===== src/rtl/rom_load_ctrl.sv =====
// Purpose: load a program image into the instruction ROM. Bytes are packed into little-endian words and written from address 0.
// Latency: one WRITE cycle after each 4th byte, then DONE one cycle after the last write. The optional checksum adds the CHK step first.
// Backpressure: byte_rdy_o is low outside RECV/CHK. Optional checksum: define ROM_LOAD_CHKSUM_EN.
module rom_load_ctrl #(
    parameter int DEPTH       = 4096,
    parameter int CNT_W       = 13,
    parameter int TIMEOUT_CYC = 50000   // must be >= 2
) (
    input  logic             clk,
    input  logic             rst,
    input  logic             start_i,
    input  logic [CNT_W-1:0] len_words_i,
    input  logic             byte_vld_i,
    input  logic [7:0]       byte_i,
    output logic             byte_rdy_o,
    output logic             w_en_o,
    output logic [31:0]      w_addr_o,
    output logic [31:0]      w_data_o,
    input  logic             core_r_en_i,
    output logic             r_en_o,
    output logic             hold_o,
    output logic             busy_o,
    output logic             done_o,
    output logic             err_o,
    output logic [CNT_W-1:0] words_o
);

    localparam int TO_W = $clog2(TIMEOUT_CYC);

    typedef enum logic [2:0] {
        S_IDLE,
        S_RECV,
        S_WRITE,
        S_CHK,
        S_DONE,
        S_ERR
    } state_t;

    state_t           state_q, state_d;
    logic [1:0]       lane_q;
    logic [TO_W-1:0]  to_cnt_q;
    logic [CNT_W-1:0] len_q;
    logic [CNT_W-1:0] words_q;
    logic [31:0]      data_q;
    logic             err_q;
    logic [CNT_W-1:0] len_in_eff;
    logic             accepting;
    logic             start_acc;
    logic             byte_acc;
    logic             to_hit;
    logic             last_word;

    // The clamp keeps the highest address at (DEPTH-1)*4, so the address never wraps.
    assign len_in_eff = (len_words_i > CNT_W'(DEPTH)) ? CNT_W'(DEPTH) : len_words_i;
    assign accepting  = (state_q == S_RECV) || (state_q == S_CHK);
    assign start_acc  = start_i && (state_q == S_IDLE);
    assign byte_acc   = byte_vld_i && accepting;
    // The idle cycle that brings the count to TIMEOUT_CYC-1 is the one that aborts.
    assign to_hit     = !byte_acc && (to_cnt_q == TO_W'(TIMEOUT_CYC - 2));
    assign last_word  = (CNT_W'(words_q + 1'b1) == len_q);

    assign w_addr_o = 32'({words_q, 2'b00});
    assign w_data_o = data_q;
    assign words_o  = words_q;
    assign err_o    = err_q;
    assign hold_o   = busy_o;
    assign r_en_o   = core_r_en_i & ~hold_o;

`ifdef ROM_LOAD_CHKSUM_EN
    logic [7:0] sum_q;

    // The running sum covers data bytes only. The checksum byte taken in CHK is not added.
    always_ff @(posedge clk) begin
        if (rst) begin
            sum_q <= '0;
        end else if (start_acc) begin
            sum_q <= '0;
        end else if (byte_acc && (state_q == S_RECV)) begin
            sum_q <= sum_q + byte_i;
        end
    end
`endif

    // State register.
    always_ff @(posedge clk) begin
        if (rst) begin
            state_q <= S_IDLE;
        end else begin
            state_q <= state_d;
        end
    end

    // Next-state logic and state-decoded outputs.
    always_comb begin
        state_d    = state_q;
        byte_rdy_o = 1'b0;
        w_en_o     = 1'b0;
        busy_o     = 1'b0;
        done_o     = 1'b0;
        unique case (state_q)
            S_IDLE: begin
                if (start_i) begin
                    if (len_in_eff == '0) begin
`ifdef ROM_LOAD_CHKSUM_EN
                        state_d = S_CHK;
`else
                        state_d = S_DONE;
`endif
                    end else begin
                        state_d = S_RECV;
                    end
                end
            end
            S_RECV: begin
                byte_rdy_o = 1'b1;
                busy_o     = 1'b1;
                if (byte_acc && (lane_q == 2'd3)) begin
                    state_d = S_WRITE;
                end else if (to_hit) begin
                    state_d = S_ERR;
                end
            end
            S_WRITE: begin
                w_en_o = 1'b1;
                busy_o = 1'b1;
                if (last_word) begin
`ifdef ROM_LOAD_CHKSUM_EN
                    state_d = S_CHK;
`else
                    state_d = S_DONE;
`endif
                end else begin
                    state_d = S_RECV;
                end
            end
            S_CHK: begin
                byte_rdy_o = 1'b1;
                busy_o     = 1'b1;
`ifdef ROM_LOAD_CHKSUM_EN
                if (byte_acc) begin
                    state_d = (byte_i == sum_q) ? S_DONE : S_ERR;
                end else if (to_hit) begin
                    state_d = S_ERR;
                end
`else
                state_d = S_IDLE;
`endif
            end
            S_DONE: begin
                done_o  = 1'b1;
                state_d = S_IDLE;
            end
            S_ERR: begin
                state_d = S_IDLE;
            end
            default: begin
                state_d = S_IDLE;
            end
        endcase
    end

    // Datapath: capture the length, pack bytes into lanes, count written words, run the timeout and set the sticky error.
    always_ff @(posedge clk) begin
        if (rst) begin
            lane_q   <= '0;
            to_cnt_q <= '0;
            len_q    <= '0;
            words_q  <= '0;
            data_q   <= '0;
            err_q    <= 1'b0;
        end else begin
            to_cnt_q <= (accepting && !byte_acc) ? TO_W'(to_cnt_q + 1'b1) : '0;
            if (start_acc) begin
                len_q   <= len_in_eff;
                words_q <= '0;
                err_q   <= 1'b0;
                lane_q  <= '0;
            end
            if (byte_acc && (state_q == S_RECV)) begin
                data_q[{lane_q, 3'b000} +: 8] <= byte_i;
                lane_q                        <= lane_q + 2'd1;
            end
            if (state_q == S_WRITE) begin
                words_q <= words_q + 1'b1;
                lane_q  <= '0;
            end
            // An abort discards any partial word. Words already written keep their count.
            if (state_d == S_ERR) begin
                err_q  <= 1'b1;
                lane_q <= '0;
            end
        end
    end

endmodule


===== config.mk =====
export PLATFORM = sky130hd
export DESIGN_NAME = rom_load_ctrl
export DESIGN_NICKNAME = d
export VERILOG_FILES = /design/src/rtl/rom_load_ctrl.sv
export SDC_FILE = /design/constraint.sdc
export NUM_CORES = 1
export LEC_CHECK = 0
export ABC_AREA = 1
export BUFFER_PORTS_ARGS = -buffer_cell sky130_fd_sc_hd__buf_2
export CAP_MARGIN = 15
export CORE_MARGIN = 2
export CORE_UTILIZATION = 45
export CTS_BUF_LIST = sky130_fd_sc_hd__clkbuf_16
export DETAILED_ROUTE_END_ITERATION = 8
export PLACE_DENSITY = 0.8
export SLEW_MARGIN = 20
export SYNTH_ARGS = -nofsm -noshare
export SYNTH_HDL_FRONTEND = slang
export SYNTH_SLANG_ARGS = --single-unit

===== constraint.sdc =====
create_clock -name clk -period 6.2 [get_ports clk]
set_input_delay 0 -clock clk [delete_from_list [all_inputs] [get_ports clk]]
set_output_delay 0 -clock clk [all_outputs]
set_load 0.01 [all_outputs]

==> key figures, run 1 <==
Outcome
  – Status: complete, no violations

Final layout
  – Multi-input combinational cell area: 2160 sq um
  – Layout cells sized above 1: 0.217
  – Final Non-Filler Cells: about 780
  – Storage element area: 1600 sq um
  – Final #Nets: roughly 700
  – Ant diodes: 0
  – Post-layout util: 0.558
  – Most common cell after layout, fill and taps aside: nand2_1
  – Fill cells: 817
  – Area Growth Syn to Fin: 20.9%
  – Commonest cells after routing, fill and taps aside: nand2_1 (140), buf_2 (90), dfxtp_1 (80)

Route
  – DRT iter0 DRCs: around 290
  – Routed Antenna Nets: 0
  – Total vias in the final route: 4,145
  – Final wirelength: 10,800 um
  – DR pass1 iterations: 5
  – DRC errors left: 0
  – Avg WL per Cell: 13.8 um
  – Vias per Instance: 5.29

Timing
  – Max-slew violation count: 0
  – Max Clock Skew: about 5.9 ps
  – Final Cycle Share: 0.409
  – Setup tns final: 0 ps
  – Slew headroom: 0.261
  – Endpoints failing hold: 0
  – Worst-Margin Slew: 1110 ps
  – Final setup fails: 0
  – Fmax: just under 400 MHz
  – PnR worst setup slack: 3670 ps
  – RSZ-0062 raised after global routing: no
  – Minimum clock period: 2530 ps

Yosys
  – Yosys top cell by area: dfxtp_1
  – Area share of the leading cell type in the synthesized netlist: 0.379
  – Syn Area/Cell: 7.32 sq um
  – Register area share after synthesis: 0.379
  – Cell variety after synth: 39
  – Synth area leaders: dfxtp_1 (38%), nand2_1 (12%), a21oi_1 (7.3%)
  – Count of flip-flops with a built-in enable after synthesis: 0
  – Netlist Area Pre-Place: 4220 sq um
  – YS warnings: 0
  – Syn Inst Count: 577
  – Prevailing post-synth register cell: dfxtp_1
  – Asr flop ratio synth: 0
  – Yosys reg bits: 80

Worst setup path
  – Worst Path Class, Setup: reg2reg
  – R2R depth: 8
  – Worst Setup SP: lane_q[0]$_SDFFE_PP0P_
  – WP data required: roughly 6500 ps
  – RR Startpoint: lane_q[0]$_SDFFE_PP0P_
  – Critical Path End: w_data_o[20]$_SDFFE_PP0P_
  – Crit end category: register
  – CP Max Fanout: 13
  – Worst EP arrival: approximately 2800 ps
  – Startpoint Class: register
  – Reg-to-Reg End: w_data_o[20]$_SDFFE_PP0P_
  – Reg2Reg Setup Slack: 3670 ps

Clock network
  – Clk sinks: 80
  – Latest clock arrival within the worst-skew pair: 340 ps
  – H-tree depth: 3
  – Total CTS buffers: 9
  – Post_cts resized: 0
  – Root buf cell: clkbuf_16
  – CTS tree: yes
  – Clk slew on worst S/H paths: 60 ps
  – CTS Buffer Depth: 2

Power and ir drop
  – Pwr Total: 1.22 mW
  – PD cells: around 240 nW/um^2
  – VDD IR max: 142 uV
  – Leak: 2.16 nW

Floorplan
  – Row count: 35
  – Core area: between 9000 and 10,000 sq um
  – Die Wd: 101 um
  – Die Area: ~10,000 sq um
  – Io pins: 110
  – Starting density of the core: 0.461
  – Die Ht: 101 um

GRT
  – Met1 layer usage reported by global route: 0.274
  – Vias in the first global route: 3,718
  – Largest net degree at the start of global routing: 56
  – GRT met2 Usage: 0.364
  – GRT Residual Overflow: 0
  – Antenna violations before repair: 0
  – Overall Global Routing Usage: 0.217
  – GRT Max-Usage Layer: met2
  – First-pass GRT wire length: 17,500 um
  – Met3 Use GR: 0.0479

Hold path
  – WHS Path Cells: 4
  – Min-Delay Path Class: in2reg

Run
  – Max-Cap Viols: 0

Placement
  – Pre-CTS WS: between 3000 and 4000 ps
  – Routability cong.: 0.812
  – Post-DP HPWL: 7480 um
  – Cell count after placement: 746
  – Port-buffer cells: 90
==> how the worst min path moves through the flow <==
stage	startpoint	endpoint	slack [ps]
finish	byte_vld_i	state_q[0]$_SDFF_PP0_	70
global route	byte_vld_i	state_q[0]$_SDFF_PP0_	120
CTS	byte_vld_i	state_q[0]$_SDFF_PP0_	60
detailed placement	len_words_i[10]	len_q[10]$_SDFFE_PP0P_	280
global placement	len_words_i[11]	len_q[11]$_SDFFE_PP0P_	270
floorplan	core_r_en_i	r_en_o	90
==> where the power goes <==
part / switching (mW) / internal (mW)
Sequential: 0.00606 / 0.521
Clock: 0.209 / 0.390
Combinational: 0.0621 / 0.0324
==> cell usage after synthesis, types with 6 or more instances <==
cell and number:
nor2_2 7, nand4_1 20, a21oi_1 62, buf_2 6
inv_2 8, clkbuf_1 11, or3_1 7, nand2_2 7
o41ai_2 8, nor3_1 9, inv_1 43, nor2_1 43
dfxtp_1 80, o21ai_0 7, ha_1 8, nand3b_1 8
nand2_1 140, buf_4 33, nand3_1 38
==> per-stage QoR <==
stage / instance area [sq um] / hold slack, ps
final: 5100 / 71.2
after global routing: 5100 / 116
after CTS: 5100 / 58.6
after detailed placement: 4560 / 278
after global placement: 4560 / 266
after floorplan: 4290 / 87.1
==> sequential cells by signal, summed over array words and instances, names as in the netlist <==
register	count
words_o	13
err_o	1
state_q	3
w_data_o	32
len_q	13
to_cnt_q	16
lane_q	2
==> routing by layer <==
layer	up-vias	routed length [um]
met3	24	618
met1	1915	4570
li1	2046	-
met4	0	224
met5	-	0
met2	160	5410
==> cells by family (layout without fill, tap and decap cells) <==
logic type                 count (synthesis)  count (layout)  synth area share
buffers and inverters                    103             180             0.124
adders and majority gates                  8               8            0.0237
xor gates and xnor gates                   4               4            0.0119
DFF                                       80              80             0.379
AOI/OAI and AO/OA                         87              87             0.130
and+or+nand+nor                          294             294             0.329
other                                      1              19          0.000888
==> final cells by class <==
cell class | instances | share of cell area
clock buffers | 9 | 0.0441
inverters | 52 | 0.0382
flip-flops and latches | 80 | 0.314
multi-input cells | 412 | 0.424
clock inverters | 7 | 0.0218
repair buffers | 112 | 0.131
well taps | 111 | 0.0272
==> what timing repair did <==
action                                 in CTS  in global routing
endpoints found under the hold margin      28                  0
hold buffers                               21                  0
buffers inserted                            0                  0
==> critical path, stage by stage, from the launching register on <==
cell and delay, ps:
dfxtp_1 570, inv_1 190, ha_1 620, inv_1 80, nor2_1 90, inv_1 120
nor2_1 420, nand4_1 180, a21oi_1 170
(Power assumes the default switching activity.)
==> inputs of run 2 (changes only) <==
--- a/config.mk
+++ b/config.mk
@@ -12,7 +12,7 @@
 export CORE_UTILIZATION = 45
 export CTS_BUF_LIST = sky130_fd_sc_hd__clkbuf_16
 export DETAILED_ROUTE_END_ITERATION = 8
-export PLACE_DENSITY = 0.8
+export PLACE_DENSITY = 0.82
 export SLEW_MARGIN = 20
 export SYNTH_ARGS = -nofsm -noshare
 export SYNTH_HDL_FRONTEND = slang
==> constraint.sdc (replaced) <==
create_clock -name clk -period 2.3 [get_ports clk]
set_input_delay 0 -clock clk [delete_from_list [all_inputs] [get_ports clk]]
set_output_delay 0 -clock clk [all_outputs]
set_load 0.01 [all_outputs]
==> key figures, run 2 (same netlist as run 1, synthesis figures left out) <==
Final layout
  – Layout cells sized above 1: 0.229 (+0.0121)
  – Multi-input combinational cell area: 2160 sq um (unchanged)
  – Most common cell after layout, fill and taps aside: nand2_1
  – Storage element area: 1600 sq um (unchanged)
  – Final #Nets: 709 (+1.1%)
  – Final Instance Area: 5130 sq um (+0.51%)
  – Post-layout util: 0.560 (+0.00287)
  – Max reg flops: 32 (unchanged)
  – Ant diodes: 0 (unchanged)
  – Area Growth Syn to Fin: 21.5%
  – Fill cells: 805 (-1.5%)
  – Commonest cells after routing, fill and taps aside: nand2_1 (140), buf_2 (90), dfxtp_1 (80)

Outcome
  – Status: complete, no violations

Floorplan
  – Die Wd: 101 um (unchanged)
  – Core area: 9150 sq um (unchanged)
  – Die Area: 10,200 sq um (unchanged)
  – Die Ht: 101 um (unchanged)
  – Starting density of the core: 0.461 (unchanged)
  – Row count: 35 (unchanged)
  – Io pins: 110 (unchanged)

Hold path
  – Min-Delay Path Class: in2reg
  – WHS Path Cells: 4 (unchanged)
  – Hold Crit Endpoint: to_cnt_q[1]$_SDFF_PP0_
  – Hold_sp: byte_vld_i

Route
  – DRT iter0 DRCs: 334 (+16%)
  – Vias per Instance: 5.36 (+1.3%)
  – Total vias in the final route: 4,240 (+2.3%)
  – Avg WL per Cell: 13.8 um (+0.24%)
  – DR pass1 iterations: 5 (unchanged)
  – DRC errors left: 0 (unchanged)
  – Routed Antenna Nets: 0 (unchanged)
  – Final wirelength: 11,000 um (+1.3%)

Power and ir drop
  – Sw Pwr: 783 uW (+180%)
  – Int Power: 2.35 mW (+150%)
  – PD cells: 611 nW/um^2 (+160%)
  – Leak: 2.18 nW (+0.87%)
  – Comb pwr share: 0.086 (+0.009)
  – VDD IR max: 281 uV (+98%)
  – Pwr Total: 3.14 mW (+160%)
  – Net Sw Frac: 0.250 (+0.0226)
  – Clk pwr share: 0.461 (-0.030)
  – Flop pwr share: 0.452 (+0.020)

Timing
  – Max Clock Skew: 9.74 ps (+3.86 ps)
  – Final Cycle Share: 0.832 (+0.423)
  – RSZ-0062 raised after global routing: no
  – Worst-Margin Slew: 539 ps (-570 ps)
  – Minimum clock period: 1910 ps (-621 ps)
  – Setup tns final: 0 ps (unchanged)
  – Endpoints failing hold: 0 (unchanged)
  – Slew headroom: 0.641 (+0.380)
  – Final setup fails: 0 (unchanged)
  – Fmax: 523 MHz (+32%)
  – Max-slew violation count: 0 (unchanged)

Worst setup path
  – Most frequent CP cell: nand2_1
  – Reg2Reg Setup Slack: 390 ps (-3280 ps)
  – Reg-to-Reg End: state_q[0]$_SDFF_PP0_
  – Worst path bufs/invs: 1 (-2)
  – Slowest cell on the critical path: dfxtp_1
  – WP data required: 2510 ps (-3940 ps)
  – Crit-path max cell delay: 470 ps (-150 ps)
  – Cells along the critical path: ha_1 > nand2_2 > nor2_8 > nand2_4 > nor2_2 > nand2_1 > nand2_1 > inv_1 > nand2_1 > nand2_1 > nor2_2 > nand2_1 > nand2_1 > a21oi_1
  – RR Startpoint: words_o[0]$_SDFFE_PP0P_
  – Worst EP arrival: 2120 ps (-670 ps)
  – CP Max Fanout: 8 (-5)
  – Crit-path leading delay family: simple AND/OR/NAND/NOR gates
  – Crit end category: register
  – R2R depth: 14 (+6)
  – Startpoint Class: register
  – Worst Path Class, Setup: reg2reg

GRT
  – GRT Residual Overflow: 0 (unchanged)
  – Vias in the first global route: 3,820 (+2.7%)
  – Overall Global Routing Usage: 0.217 (+0.000304)
  – First-pass GRT wire length: 17,600 um (+0.35%)
  – Antenna violations before repair: 0 (unchanged)
  – Largest net degree at the start of global routing: 29 (-48%)

Placement
  – Routability cong.: 0.852 (+4.9%)
  – Port-buffer cells: 90 (unchanged)
  – Post-DP HPWL: 7460 um (-0.22%)
  – DP Area: 4620 sq um (+1.3%)

Clock network
  – Clk slew on worst S/H paths: 60 ps (about the same)
  – Latest clock arrival within the worst-skew pair: 340 ps (about the same)
  – Root buf cell: clkbuf_16
  – Total CTS buffers: 9 (unchanged)
  – CTS Buffer Depth: 2 (unchanged)
  – CTS tree: yes
  – Post_cts resized: 0 (unchanged)
  – H-tree depth: 3 (unchanged)
  – Clk sinks: 80 (unchanged)

Run
  – Max-Cap Viols: 0 (unchanged)
-- run 2: cell types whose count changed in the layout (fill, tap and decap cells not counted) --
cell	previous run	this run
clkinvlp_4	0	1
clkinv_1	2	1
inv_6	0	3
inv_1	44	43
bufinv_16	3	1
buf_4	1	9
-- run 2: repair_timing --
action                                 CTS  global route
hold buffers                            21             0
buffers inserted                         0             0
endpoints found under the hold margin   27             0
-- run 2: metal layers --
layer,track usage,up-vias,part of all wire
li1,-,2063,-
met1,0.266,1937,0.41
met2,0.358,194,0.48
met3,0.0444,46,0.071
met4,0.119,0,0.036
met5,0,-,0
-- run 2: power groups by stage --
| stage | sequential [mW] | clock (mW) | combinational (mW) |
|---|---|---|---|
| finish | 1.42 | 1.45 | 0.271 |
| global route | 1.42 | 1.53 | 0.297 |
| CTS | 1.42 | 1.47 | 0.262 |
| detailed placement | 1.45 | 0 | 0.233 |
| global placement | 1.45 | 0 | 0.227 |
| floorplan | 1.45 | 0 | 0.175 |
-- run 2: worst register-to-register path: cells and delay by family (launching register included) --
kind,cells,cell delay (ps)
flip-flops,1,470
AND/OR/NAND/NOR,11,950
AO/OA/AOI/OAI,1,60
adder cells (fa/ha/maj),1,260
buffers and inverters,1,60
-- run 2: area by class of cell --
class,instances,area share
inverters,52,0.0380
clock inverters,7,0.0151
well taps,111,0.0271
clock buffers,9,0.0439
flip-flops and latches,80,0.312
multi-input cells,412,0.422
repair buffers,120,0.142
-- run 2: worst max path at each step --
stage | from | endpoint | depth (start not counted)
after global placement | words_o[0]$_SDFFE_PP0P_ | state_q[0]$_SDFF_PP0_ | 14
after detailed placement | words_o[0]$_SDFFE_PP0P_ | state_q[0]$_SDFF_PP0_ | 14
after CTS | words_o[0]$_SDFFE_PP0P_ | state_q[0]$_SDFF_PP0_ | 14
after global routing | lane_q[1]$_SDFFE_PP0P_ | w_data_o[16]$_SDFFE_PP0P_ | 8
after floorplan | lane_q[0]$_SDFFE_PP0P_ | w_data_o[0]$_SDFFE_PP0P_ | 9
final | words_o[0]$_SDFFE_PP0P_ | state_q[0]$_SDFF_PP0_ | 14
-- run 2: stage by stage --
stage	cells	hold WS [ps]	setup slack, ps
2_1_floorplan	595	87.1	338
3_3_place_gp	754	261	539
3_5_place_dp	754	272	425
4_1_cts	791	105	384
5_1_grt	791	147	185
6_report	791	116	387
